### src/rtl/hazard_ctrl_pkg.sv
// Shared types and constants for the pipeline hazard controller.
package hazard_ctrl_pkg;

  localparam int unsigned XLEN      = 32;
  localparam int unsigned REG_IDX_W = 5;

  localparam logic [REG_IDX_W-1:0] REG_ZERO = '0;

  typedef enum logic [1:0] {
    ST_RUN   = 2'd0,
    ST_STALL = 2'd1,
    ST_FLUSH = 2'd2
  } hz_state_e;

  // Register write-back view of one pipeline stage
  typedef struct packed {
    logic                 we;
    logic [REG_IDX_W-1:0] wr;
    logic [XLEN-1:0]      wd;
  } wb_port_t;

  function automatic logic reg_hit(input logic                 used,
                                   input logic [REG_IDX_W-1:0] rs,
                                   input wb_port_t             p);
    return used && p.we && (p.wr == rs) && (p.wr != REG_ZERO);
  endfunction

endpackage

### src/rtl/hazard_ctrl_fwd_sel.sv
// Per-operand forwarding select: EX > MEM > WB priority match and data mux.
module fwd_sel
  import hazard_ctrl_pkg::*;
(
  input  logic [REG_IDX_W-1:0] rs_i,
  input  logic                 rs_used_i,
  input  wb_port_t             ex_i,
  input  wb_port_t             mem_i,
  input  wb_port_t             wb_i,
  input  logic                 ex_is_load_i,
  output logic                 ex_hit_o,
  output logic                 fwd_o,
  output logic [XLEN-1:0]      data_o
);

  logic mem_hit;
  logic wb_hit;

  assign ex_hit_o = reg_hit(rs_used_i, rs_i, ex_i);
  assign mem_hit  = reg_hit(rs_used_i, rs_i, mem_i);
  assign wb_hit   = reg_hit(rs_used_i, rs_i, wb_i);

  // An EX load hit shadows older stages: their value is stale, and the load data isn't ready
  always_comb begin
    fwd_o  = 1'b0;
    data_o = '0;
    if (ex_hit_o) begin
      if (!ex_is_load_i) begin
        fwd_o  = 1'b1;
        data_o = ex_i.wd;
      end
    end else if (mem_hit) begin
      fwd_o  = 1'b1;
      data_o = mem_i.wd;
    end else if (wb_hit) begin
      fwd_o  = 1'b1;
      data_o = wb_i.wd;
    end
  end

endmodule

### src/rtl/hazard_ctrl.sv
// Pipeline hazard controller: operand forwarding, load-use stall, branch flush
// and saturating stall/flush event counters.
module hazard_ctrl
  import hazard_ctrl_pkg::*;
#(
  parameter int unsigned LOAD_STALL_CYC = 1,
  parameter int unsigned CNT_W          = 32
) (
  input  logic                 clk,
  input  logic                 rst_n,
  input  logic [REG_IDX_W-1:0] id_rs1,
  input  logic [REG_IDX_W-1:0] id_rs2,
  input  logic                 id_rs1_used,
  input  logic                 id_rs2_used,
  input  logic [REG_IDX_W-1:0] ex_wR,
  input  logic [REG_IDX_W-1:0] mem_wR,
  input  logic [REG_IDX_W-1:0] wb_wR,
  input  logic                 ex_rf_we,
  input  logic                 mem_rf_we,
  input  logic                 wb_rf_we,
  input  logic                 ex_is_load,
  input  logic [XLEN-1:0]      ex_wD,
  input  logic [XLEN-1:0]      mem_wD,
  input  logic [XLEN-1:0]      wb_wD,
  input  logic                 branch_taken,
  output logic                 forward_op1,
  output logic                 forward_op2,
  output logic [XLEN-1:0]      rD1_forward,
  output logic [XLEN-1:0]      rD2_forward,
  output logic                 pc_stall,
  output logic                 ifid_stall,
  output logic                 idex_flush,
  output logic                 ifid_flush,
  output logic [CNT_W-1:0]     stall_cnt,
  output logic [CNT_W-1:0]     flush_cnt
);

  localparam int unsigned SC_W = 2;

  hz_state_e        state_q, state_d;
  logic [SC_W-1:0]  scnt_q, scnt_d;
  logic [CNT_W-1:0] stall_cnt_q, stall_cnt_d;
  logic [CNT_W-1:0] flush_cnt_q, flush_cnt_d;

  wb_port_t        ex_p, mem_p, wb_p;
  logic            ex_hit1, ex_hit2;
  logic            fwd1, fwd2;
  logic [XLEN-1:0] data1, data2;
  logic            load_use;

  assign ex_p  = '{we: ex_rf_we,  wr: ex_wR,  wd: ex_wD};
  assign mem_p = '{we: mem_rf_we, wr: mem_wR, wd: mem_wD};
  assign wb_p  = '{we: wb_rf_we,  wr: wb_wR,  wd: wb_wD};

  fwd_sel u_fwd_op1 (
    .rs_i         (id_rs1),
    .rs_used_i    (id_rs1_used),
    .ex_i         (ex_p),
    .mem_i        (mem_p),
    .wb_i         (wb_p),
    .ex_is_load_i (ex_is_load),
    .ex_hit_o     (ex_hit1),
    .fwd_o        (fwd1),
    .data_o       (data1)
  );

  fwd_sel u_fwd_op2 (
    .rs_i         (id_rs2),
    .rs_used_i    (id_rs2_used),
    .ex_i         (ex_p),
    .mem_i        (mem_p),
    .wb_i         (wb_p),
    .ex_is_load_i (ex_is_load),
    .ex_hit_o     (ex_hit2),
    .fwd_o        (fwd2),
    .data_o       (data2)
  );

  assign load_use = ex_is_load && (ex_hit1 || ex_hit2);

  always_ff @(posedge clk or negedge rst_n) begin
    if (!rst_n) begin
      state_q     <= ST_RUN;
      scnt_q      <= '0;
      stall_cnt_q <= '0;
      flush_cnt_q <= '0;
    end else begin
      state_q     <= state_d;
      scnt_q      <= scnt_d;
      stall_cnt_q <= stall_cnt_d;
      flush_cnt_q <= flush_cnt_d;
    end
  end

  // Detection cycle is the first bubble; STALL supplies the remaining LOAD_STALL_CYC-1
  always_comb begin
    state_d    = state_q;
    scnt_d     = scnt_q;
    pc_stall   = 1'b0;
    ifid_stall = 1'b0;
    idex_flush = 1'b0;
    ifid_flush = 1'b0;
    if (branch_taken) begin
      ifid_flush = 1'b1;
      idex_flush = 1'b1;
      scnt_d     = '0;
      state_d    = ST_FLUSH;
    end else begin
      unique case (state_q)
        ST_RUN: begin
          if (load_use) begin
            pc_stall   = 1'b1;
            ifid_stall = 1'b1;
            idex_flush = 1'b1;
            scnt_d     = SC_W'(LOAD_STALL_CYC - 1);
            if (scnt_d != '0) state_d = ST_STALL;
          end
        end
        ST_STALL: begin
          pc_stall   = 1'b1;
          ifid_stall = 1'b1;
          idex_flush = 1'b1;
          if (scnt_q <= SC_W'(1)) begin
            scnt_d  = '0;
            state_d = ST_RUN;
          end else begin
            scnt_d = scnt_q - SC_W'(1);
          end
        end
        ST_FLUSH: begin
          idex_flush = 1'b1;
          state_d    = ST_RUN;
        end
        default: begin
          scnt_d  = '0;
          state_d = ST_RUN;
        end
      endcase
    end
    if (!rst_n) begin
      pc_stall   = 1'b0;
      ifid_stall = 1'b0;
      idex_flush = 1'b0;
      ifid_flush = 1'b0;
    end
  end

  // Saturating event counters
  always_comb begin
    stall_cnt_d = stall_cnt_q;
    flush_cnt_d = flush_cnt_q;
    if (pc_stall && !(&stall_cnt_q))     stall_cnt_d = stall_cnt_q + CNT_W'(1);
    if (branch_taken && !(&flush_cnt_q)) flush_cnt_d = flush_cnt_q + CNT_W'(1);
  end

  assign forward_op1 = fwd1 && !pc_stall;
  assign forward_op2 = fwd2 && !pc_stall;
  assign rD1_forward = pc_stall ? '0 : data1;
  assign rD2_forward = pc_stall ? '0 : data2;
  assign stall_cnt   = stall_cnt_q;
  assign flush_cnt   = flush_cnt_q;

endmodule

### config.mk
export PLATFORM = sky130hd
export DESIGN_NAME = hazard_ctrl
export DESIGN_NICKNAME = d
export VERILOG_FILES = /design/src/rtl/hazard_ctrl_pkg.sv /design/src/rtl/hazard_ctrl_fwd_sel.sv /design/src/rtl/hazard_ctrl.sv
export SDC_FILE = /design/constraint.sdc
export NUM_CORES = 1
export LEC_CHECK = 0
export CORE_ASPECT_RATIO = 1.4
export CORE_UTILIZATION = 25
export CTS_CLUSTER_SIZE = 8
export DETAILED_ROUTE_END_ITERATION = 12
export PLACE_DENSITY_LB_ADDON = 0.15
export SYNTH_ARGS = -nofsm -noshare
export SYNTH_HDL_FRONTEND = slang
export SYNTH_SLANG_ARGS = --single-unit
### constraint.sdc
create_clock -name clk -period 6.4 [get_ports clk]
set_clock_uncertainty 0.05 [all_clocks]
set_input_delay 0.64 -clock clk [delete_from_list [all_inputs] [get_ports clk]]
set_output_delay 0.64 -clock clk [all_outputs]
set_load 0.05 [all_outputs]
==> results of run 1 <==
[through the flow]
| step | utilization [%] | worst slack, ns | std cells | hold WS, ns | area (um2) |
|---|---|---|---|---|---|
| after floorplan | - | 2.30 | 549 | 0.294 | 4900 |
| after global placement | 40.1 | 1.37 | 1023 | 0.423 | 7700 |
| after detailed placement | 40.1 | 1.35 | 1023 | 0.439 | 7700 |
| after CTS | 41.5 | 1.32 | 1039 | 0.450 | 7980 |
| after global routing | 41.5 | 1.24 | 1039 | 0.475 | 7980 |
| final | 41.5 | 1.37 | 1039 | 0.448 | 7980 |
[sequential cells by signal, indices dropped and copies added, names as in the netlist]
register / cells
flush_cnt: 32
state_q: 1
stall_cnt: 32
[cells in the final DEF, fill, tap and decap left out, types with 2 or more instances in the layout]
| master | count |
|---|---|
| nor3_1 | 8 |
| and4_2 | 2 |
| nand3_1 | 37 |
| xnor2_1 | 65 |
| clkbuf_16 | 9 |
| a211oi_1 | 65 |
| clkinvlp_4 | 3 |
| mux2_2 | 4 |
| and4_1 | 8 |
| nor2b_1 | 2 |
| nand4_1 | 24 |
| clkdlybuf4s50_1 | 262 |
| a31oi_1 | 2 |
| nand2_1 | 55 |
| ha_1 | 2 |
| a21oi_1 | 2 |
| nor2_1 | 19 |
| or4_1 | 4 |
| inv_6 | 2 |
| a221oi_1 | 63 |
| xor2_1 | 23 |
| and3_1 | 20 |
| buf_4 | 9 |
| dfrtp_1 | 65 |
| nor3_4 | 4 |
| nor4_1 | 5 |
| o21ai_2 | 2 |
| and2_1 | 6 |
| inv_1 | 4 |
[cell families (layout without fill, tap and decap cells)]
logic type / count (synthesis) / after routing
DFF: 65 / 65
xor gates and xnor gates: 88 / 88
muxes: 4 / 4
adders and majority gates: 2 / 2
AOI/OAI and AO/OA: 140 / 140
and+or+nand+nor: 199 / 199
buffers and inverters: 51 / 293
[cell type report]
cell class                      instances  area [um2]  area share [%]
Timing Repair Buffer                  272        2700            33.8
Clock inverter                          7        53.8           0.674
Tap cell                              248         310            3.89
Inverter                                5        18.8           0.235
Clock buffer                            9         225            2.82
Sequential cell                        65        1630            20.4
Multi-Input combinational cell        433        3050            38.2
[path summary, 6_finish.rpt]
check                                   start              end  slack [ns]
worst max-delay path                mem_wR[0]  rD2_forward[31]        1.37
worst min-delay path            stall_cnt[26]    stall_cnt[26]        0.45
worst max register to register   stall_cnt[0]     stall_cnt[1]        3.62
worst min register to register  stall_cnt[26]    stall_cnt[26]        0.45
max in group asynchronous               rst_n    stall_cnt[23]        5.27
min in group asynchronous               rst_n       state_q[1]        0.48
[synthesized netlist by cell type (all sizes together)]
cell type / number
o21a: 1
a31oi: 2
nand2: 55
a21boi: 1
nor4b: 1
inv: 5
o21ai: 3
xor2: 23
dfrtp: 65
or2: 1
a211oi: 65
and2: 6
or4: 4
buf: 21
nor4: 6
a21oi: 2
nor2: 19
a32oi: 1
nor3: 12
a222oi: 1
clkbuf: 25
nand3: 37
nand4: 24
and4: 10
nor3b: 1
ha: 2
o211ai: 1
mux2: 4
nand2b: 1
nor2b: 2
xnor2: 65
a221oi: 63
and3: 20
[worst register-to-register path, stage by stage, from the launching register on]
cell and delay (ns):
dfrtp_1 0.42, ha_1 0.20, and4_1 0.30, nand3_1 0.24, or4_1 0.88, nand2_1 0.24
mux2_2 0.34
[power groups by stage]
| stage | Clock [W] | Sequential (W) | Combinational, W |
|---|---|---|---|
| CTS | 0.000468 | 0.000466 | 0.000376 |
| floorplan | 0 | 0.000540 | 0.000114 |
| finish | 0.000453 | 0.000466 | 0.000373 |
| detailed placement | 0 | 0.000473 | 0.000375 |
| global route | 0.000485 | 0.000470 | 0.000394 |
| global placement | 0 | 0.000472 | 0.000372 |
[per-layer routing]
metal / share of wire, % / GRT usage (%) / wire (um) / vias to the layer above
li1: - / - / - / 2604
met1: 37 / 19.8 / 7150 / 2704
met2: 51 / 32.8 / 9670 / 276
met3: 8.0 / 4.84 / 1540 / 44
met4: 4.0 / 9.55 / 758 / 2
met5: 0.094 / 0 / 18 / -
==> impl_metrics.ini, run 1 <==
[outcome]
run_status = finished, final reports clean

[critical_path]
path_max_fanout = 34
required_ns = 5.71
cp.depth = 10
crit_chain = clkdlybuf4s50_1 -> or4_1 -> o21ai_2 -> nor3_4 -> buf_4 -> nor3_4 -> buf_4 -> nand2_1 -> a222oi_1 -> clkdlybuf4s50_1
endpoint_kind = primary output
critPathTopFamily = buffers and inverters
crit_type = primary input to primary output
crit_path_top_delay_cell = clkdlybuf4s50_1
cp-start-kind = primary input
cp.arrival_ns = 4.34
reg2reg_depth = 6
path_buf_inv = 4
max_stage_delay_ns = 0.90

[grt]
grt_pass1_vias = 5707
grt_start_max_net_pins = 68
grt_usage_pct = 18.4
grt_overflow = 0
grt_pass1_wl_mm = 29.5
antenna_found_initial = 1

[sta]
tightestPinTransition_ns = 1.13
hold_viol = 0
layout_worst_path_cycle_share_pct = 78.6
timing.setup.tns_ns = 0
rsz0062_at_grt = no
fmax_mhz = 199
setup_viol = 0
relSlewSlack_pct = 24.4
slew_violations = 0
finalCriticalPeriod_ns = 5.03

[die]
io_pins = 264
die_area_um2 = 20200
start_util_pct = 25.5
die_w_um = 120
die_y_um = 168
core.rowCount = 60
core_um2 = 19200

[synthesis]
synth_cell_types = 39
synthAdderAreaFrac_pct = 0.511
syn_inst = 549
yosysWarnings = 0
yosysSeqAreaShare_pct = 33.2
synth-compound-area-share_pct = 23.0
synth_area_leaders = dfrtp_1, xnor2_1, a221oi_1, a211oi_1, nand2_1
synth_top_area_cell = dfrtp_1
synth_top_area_share_pct = 33.2
synth-simple-area-share_pct = 21.9
muxShareOfSynthArea_pct = 0.919
synth_seq_cells = 65
syn_area_um2 = 4900
synth_top_family_by_area = compound AO/OA/AOI/OAI gates
synth_xor_area_share_pct = 15.7
syn_avg_cell_area_um2 = 8.93
synthesis.nets = 681

[clocking]
clock_sinks = 65
clockBufferDepth = 2
clk_pin_slew_worst_paths_ns = 0.05
cts_tree = built
clk_latency_ns = 0.33
cts_buffers = 9
cts_setup_buffers = 0
htree_levels = 3
ctsResizeCount = 0
clk_root_buffer_cell = clkbuf_16
cts_hold_buf = 0

[final_layout]
fillers = 1937
area_delta_synth_final_pct = 62.9
drive_above_1_share_pct = 5.18
antennaDiodeCount = 0
finalNetCount = 918

[power]
internal_power_w = 0.000862
finalPower_w = 0.00129
p_sw_w = 0.000430
pwr-share-seq_pct = 36.0
p_clk_share_pct = 35.1
pwr-share-comb_pct = 28.9
power_density_nw_per_um2 = 162
netSwitchingFraction_pct = 33.3
vdd.ir_drop.worst_mv = 0.110
power_leakage_nw = 2.81

[min_path]
hold_depth = 1
hold_path_class = register to register

[flow_run]
maxCapViolCount = 0

[place]
dpl.hpwl_mm = 14.5
port_buffers = 263
place_congestion = 0.866

[routing]
ant_nets = 0
dr.pass1.iters = 5
drc_errors = 0
vias_per_cell = 5.42
first_iter_violations = 320
routedWlPerCell_um = 18.4
vias = 5630
wl_mm = 19.1
Note: power is estimated with default switching activity, not from simulation.
==> inputs of run 2 (changes only) <==
==> constraint.sdc (replaced) <==
create_clock -name clk -period 4.74 [get_ports clk]
set_clock_uncertainty 0.05 [all_clocks]
set_input_delay 0.474 -clock clk [delete_from_list [all_inputs] [get_ports clk]]
set_output_delay 0.474 -clock clk [all_outputs]
set_load 0.05 [all_outputs]
==> run 2 against run 1 <==
  * Global-route usage grew 0.33 points
  * Combinational power grew 38%
  * Setup slack lost 0.69 ns
  * Final area grew 1.3%
  * Wire length shrank 0.60%
  * Sequential share of layout area shrank 0.27 points
  * Clock power grew 32%
  * Die area is the same
  * Core utilization grew 0.55 points
  * Final cell count grew 0.19%
  * Critical path depth shrank 3
  * Critical endpoint is now idex_flush
==> impl_metrics.ini, run 2 (synthesis results as in run 1) <==
[critical_path]
required_ns = 4.22
path_max_fanout = 22
cp-start-kind = primary input
reg2reg_depth = 6
endpoint_kind = primary output
r2r-end = stall_cnt[1]
r2r_start = stall_cnt[0]
startpoint = id_rs1[4]
rrSetupSlack_ns = 1.98
cp.arrival_ns = 3.53
crit_type = primary input to primary output

[place]
dp.cells = 1025
port_buffers = 263
pre_cts_slack_ns = 0.696
placed_area_um2 = 7820
place_congestion = 0.838
dpl.hpwl_mm = 14.5

[die]
start_util_pct = 25.5
io_pins = 264
die_area_um2 = 20200
die_w_um = 120
core.rowCount = 60
die_y_um = 168
core_um2 = 19200

[grt]
grt_overflow = 0
grt_usage_pct = 18.8
antenna_found_initial = 0
grt_start_max_net_pins = 68
grt_pass1_wl_mm = 30.1
grt_pass1_vias = 5781

[sta]
finalCriticalPeriod_ns = 4.06
tightestPinTransition_ns = 0.867
setup_viol = 0
fin_ws_ns = 0.683
slew_violations = 0
timing.setup.tns_ns = 0
relSlewSlack_pct = 42.2
rsz0062_at_grt = no
fmax_mhz = 246
hold_viol = 0
layout_worst_path_cycle_share_pct = 85.6

[power]
netSwitchingFraction_pct = 33.1
pwr-share-seq_pct = 36.1
pwr-share-comb_pct = 29.5
finalPower_w = 0.00174
power_density_nw_per_um2 = 215
internal_power_w = 0.00116
p_sw_w = 0.000577
vdd.ir_drop.worst_mv = 0.139
power_leakage_nw = 3.01
p_clk_share_pct = 34.5

[final_layout]
final_common_cell = clkdlybuf4s50_1
drive_above_1_share_pct = 13.7
stdcell_count = 1041
finalInstanceArea_um2 = 8090
layout_common_cells = clkdlybuf4s50_1, xnor2_1, a211oi_1, dfrtp_1, a221oi_1
area_delta_synth_final_pct = 65.0
finalNetCount = 920
antennaDiodeCount = 0
fillers = 1957

[clocking]
htree_levels = 3
cts_hold_buf = 0
clock_sinks = 65
ctsResizeCount = 0
cts_tree = built
clk_pin_slew_worst_paths_ns = 0.06
clockBufferDepth = 2
clk_root_buffer_cell = clkbuf_16
cts_setup_buffers = 0
clk_latency_ns = 0.33
cts_buffers = 9

[routing]
vias_per_cell = 5.40
ant_nets = 0
dr.pass1.iters = 4
wl_mm = 19.0
routedWlPerCell_um = 18.3
first_iter_violations = 248
drc_errors = 0
vias = 5624

[min_path]
hold_path_class = primary input to asynchronous set/reset pin

[outcome]
run_status = finished, final reports clean

[flow_run]
maxCapViolCount = 0
run 2: cell types whose count changed in the layout (fill, tap and decap cells not counted), sizes merged:
cell / delta
buf: +68
clkdlybuf4s50: -66
clkinv: +3
inv: -2
clkinvlp: -1
run 2: stage by stage:
stage	utilization [%]	hold slack (ns)
after floorplan	-	0.128
after global placement	40.7	0.425
after detailed placement	40.7	0.444
after CTS	42.1	0.447
after global routing	42.1	0.462
final	42.1	0.398
run 2: metal layers:
layer  global-route usage [%]  share of wire, %  up-vias
li1                         -                 -     2610
met1                     20.4                38     2722
met2                     33.6                51      257
met3                     5.07               7.9       35
met4                     8.43               3.3        0
met5                        0                 0        -
run 2: layout make-up:
type | count | area, um2 | area share [%]
sequential | 65 | 1630 | 20.1
timing repair buffer | 274 | 2810 | 34.7
multi-input combinational | 433 | 3050 | 37.7
clock buffer | 9 | 225 | 2.78
inverter | 5 | 18.8 | 0.232
tap | 248 | 310 | 3.84
clock inverter | 7 | 47.5 | 0.588
run 2: how the worst max path moves through the flow:
| stage | slack (ns) | end | cells past startpoint |
|---|---|---|---|
| floorplan | 0.97 | rD2_forward[22] | 7 |
| global placement | 0.76 | idex_flush | 7 |
| detailed placement | 0.70 | idex_flush | 7 |
| CTS | 0.68 | idex_flush | 7 |
| global route | 0.58 | idex_flush | 7 |
| finish | 0.68 | idex_flush | 7 |
run 2: power by group through the flow:
stage	logic [W]	registers [W]	clock network [W]
after floorplan	0.000154	0.000729	0
after global placement	0.000512	0.000637	0
after detailed placement	0.000514	0.000639	0
after CTS	0.000516	0.000629	0.000614
after global routing	0.000543	0.000634	0.000642
final	0.000513	0.000628	0.000600
run 2: worst max-delay path: stages:
cell	delay, ns
clkdlybuf4s50_1	0.49
xor2_1	0.20
nor4_1	0.43
and4_2	0.62
o21ai_0	0.12
a21boi_0	0.32
clkdlybuf4s50_1	0.87
==> inputs of run 3 (changes only) <==
--- a/config.mk
+++ b/config.mk
@@ -6,7 +6,7 @@
 export NUM_CORES = 1
 export LEC_CHECK = 0
 export CORE_ASPECT_RATIO = 1.4
-export CORE_UTILIZATION = 25
+export CORE_UTILIZATION = 40
 export CTS_CLUSTER_SIZE = 8
 export DETAILED_ROUTE_END_ITERATION = 12
 export PLACE_DENSITY_LB_ADDON = 0.15
==> run 3 against run 2 <==
  * Clock power increased by 8.2%
  * Non-clock buffer count rose by 1
  * Global-route usage rose by 9.9 points
  * Wire length is 4.6% lower
  * Setup slack gained 0.067 ns
  * Core utilization grew 23 points
  * Via count decreased by 0.16%
  * Largest power group is now clock
  * Highest routed layer unchanged
==> impl_metrics.ini, run 3 (synthesis results as in run 1) <==
[final_layout]
area_delta_synth_final_pct = 58.0
finalNetCount = 921
drive_above_1_share_pct = 13.2
finalInstanceArea_um2 = 7740
layout_common_cells = clkdlybuf4s50_1, buf_4, xnor2_1, a211oi_1, dfrtp_1
final_common_cell = clkdlybuf4s50_1

[critical_path]
reg2reg_depth = 6
crit_chain = clkdlybuf4s50_1 -> xor2_1 -> nor4_1 -> and4_2 -> buf_4 -> a221oi_1 -> a211oi_1 -> buf_12
path_max_fanout = 49
crit_path_top_delay_cell = and4_2
cp-start-kind = primary input
required_ns = 4.22
endpoint_kind = primary output
crit_type = primary input to primary output
path_buf_inv = 3
rrSetupSlack_ns = 2.03
max_stage_delay_ns = 0.61
r2r-end = stall_cnt[1]
critPathTopFamily = buffers and inverters
r2r_start = stall_cnt[0]
cp.arrival_ns = 3.47

[sta]
layout_worst_path_cycle_share_pct = 84.2
finalCriticalPeriod_ns = 3.99
timing.setup.tns_ns = 0
tightestPinTransition_ns = 1.05
slew_violations = 0
setup_viol = 0
hold_viol = 0
rsz0062_at_grt = no
fmax_mhz = 251
relSlewSlack_pct = 30.1

[clocking]
clock_sinks = 65
cts_buffers = 9
ctsResizeCount = 0
clockBufferDepth = 2
cts_tree = built
cts_setup_buffers = 0
clk_pin_slew_worst_paths_ns = 0.05
clk_root_buffer_cell = clkbuf_16
clk_latency_ns = 0.33
cts_hold_buf = 0
htree_levels = 3

[grt]
antenna_found_initial = 1
grt_usage_pct = 28.6
grt_pass1_vias = 5726
grt_start_max_net_pins = 68
grt_overflow = 0
grt_pass1_wl_mm = 28.6

[die]
die_area_um2 = 12700
core.rowCount = 47
start_util_pct = 41.3
die_w_um = 95.6
io_pins = 264
die_y_um = 133
core_um2 = 11900

[routing]
wl_mm = 18.1
dr.pass1.iters = 6
vias_per_cell = 5.96
vias = 5615
routedWlPerCell_um = 19.3
ant_nets = 0
first_iter_violations = 278
drc_errors = 0

[power]
finalPower_w = 0.00178
power_leakage_nw = 2.97
vdd.ir_drop.worst_mv = 0.165
power_density_nw_per_um2 = 230

[outcome]
run_status = finished, final reports clean

[place]
placed_area_um2 = 7450
dpl.hpwl_mm = 13.7
port_buffers = 263
place_congestion = 0.888

[flow_run]
maxCapViolCount = 0

[min_path]
hold_path_class = primary input to asynchronous set/reset pin
[run 3: worst register-to-register path, delay by kind of cell (launching register included)]
| family | cells | cell delay, ns |
|---|---|---|
| DFF | 1 | 0.40 |
| muxes | 1 | 0.35 |
| and+or+nand+nor | 4 | 1.61 |
| adders and majority gates | 1 | 0.20 |
[run 3: worst max-delay path by stage]
stage                     startpoint         endpoint  depth (start not counted)
after global placement     id_rs1[4]       idex_flush                          7
after floorplan             ex_wR[0]  rD2_forward[22]                          7
after detailed placement   id_rs1[4]  rD1_forward[12]                          8
after global routing       id_rs1[4]      forward_op1                          7
final                      id_rs1[4]  rD1_forward[12]                          8
after CTS                  id_rs1[4]      forward_op1                          7
[run 3: through the flow]
| step | cells | util (%) | worst slack, ns | hold slack (ns) |
|---|---|---|---|---|
| final | 942 | 65.2 | 0.750 | 0.306 |
| after global routing | 942 | 65.2 | 0.541 | 0.368 |
| after CTS | 941 | 65.2 | 0.763 | 0.330 |
| after detailed placement | 925 | 62.7 | 0.775 | 0.432 |
| after global placement | 925 | 62.7 | 0.803 | 0.426 |
| after floorplan | 549 | - | 0.970 | 0.128 |
[run 3: where the power goes]
part           switching, W  leakage, nW  total [W]  internal, W
Clock              0.000229        0.144   0.000649     0.000420
Combinational      0.000282         1.94   0.000501     0.000219
Sequential        0.0000426        0.889   0.000628     0.000586
[run 3: final cells by class]
class | instances | area, um2
inverter | 5 | 18.8
timing repair buffer | 275 | 2570
multi-input combinational | 433 | 3050
fill | 1027 | 4130
clock inverter | 3 | 40.0
sequential | 65 | 1630
clock buffer | 13 | 250
antenna | 1 | 2.50
tap | 147 | 184
[run 3: per-layer routing]
metal | global-route usage [%] | wire length (um) | vias up
met5 | 0 | 0 | -
li1 | - | - | 2609
met2 | 53.0 | 9860 | 268
met1 | 29.4 | 6280 | 2695
met3 | 7.59 | 1410 | 43
met4 | 11.9 | 578 | 0
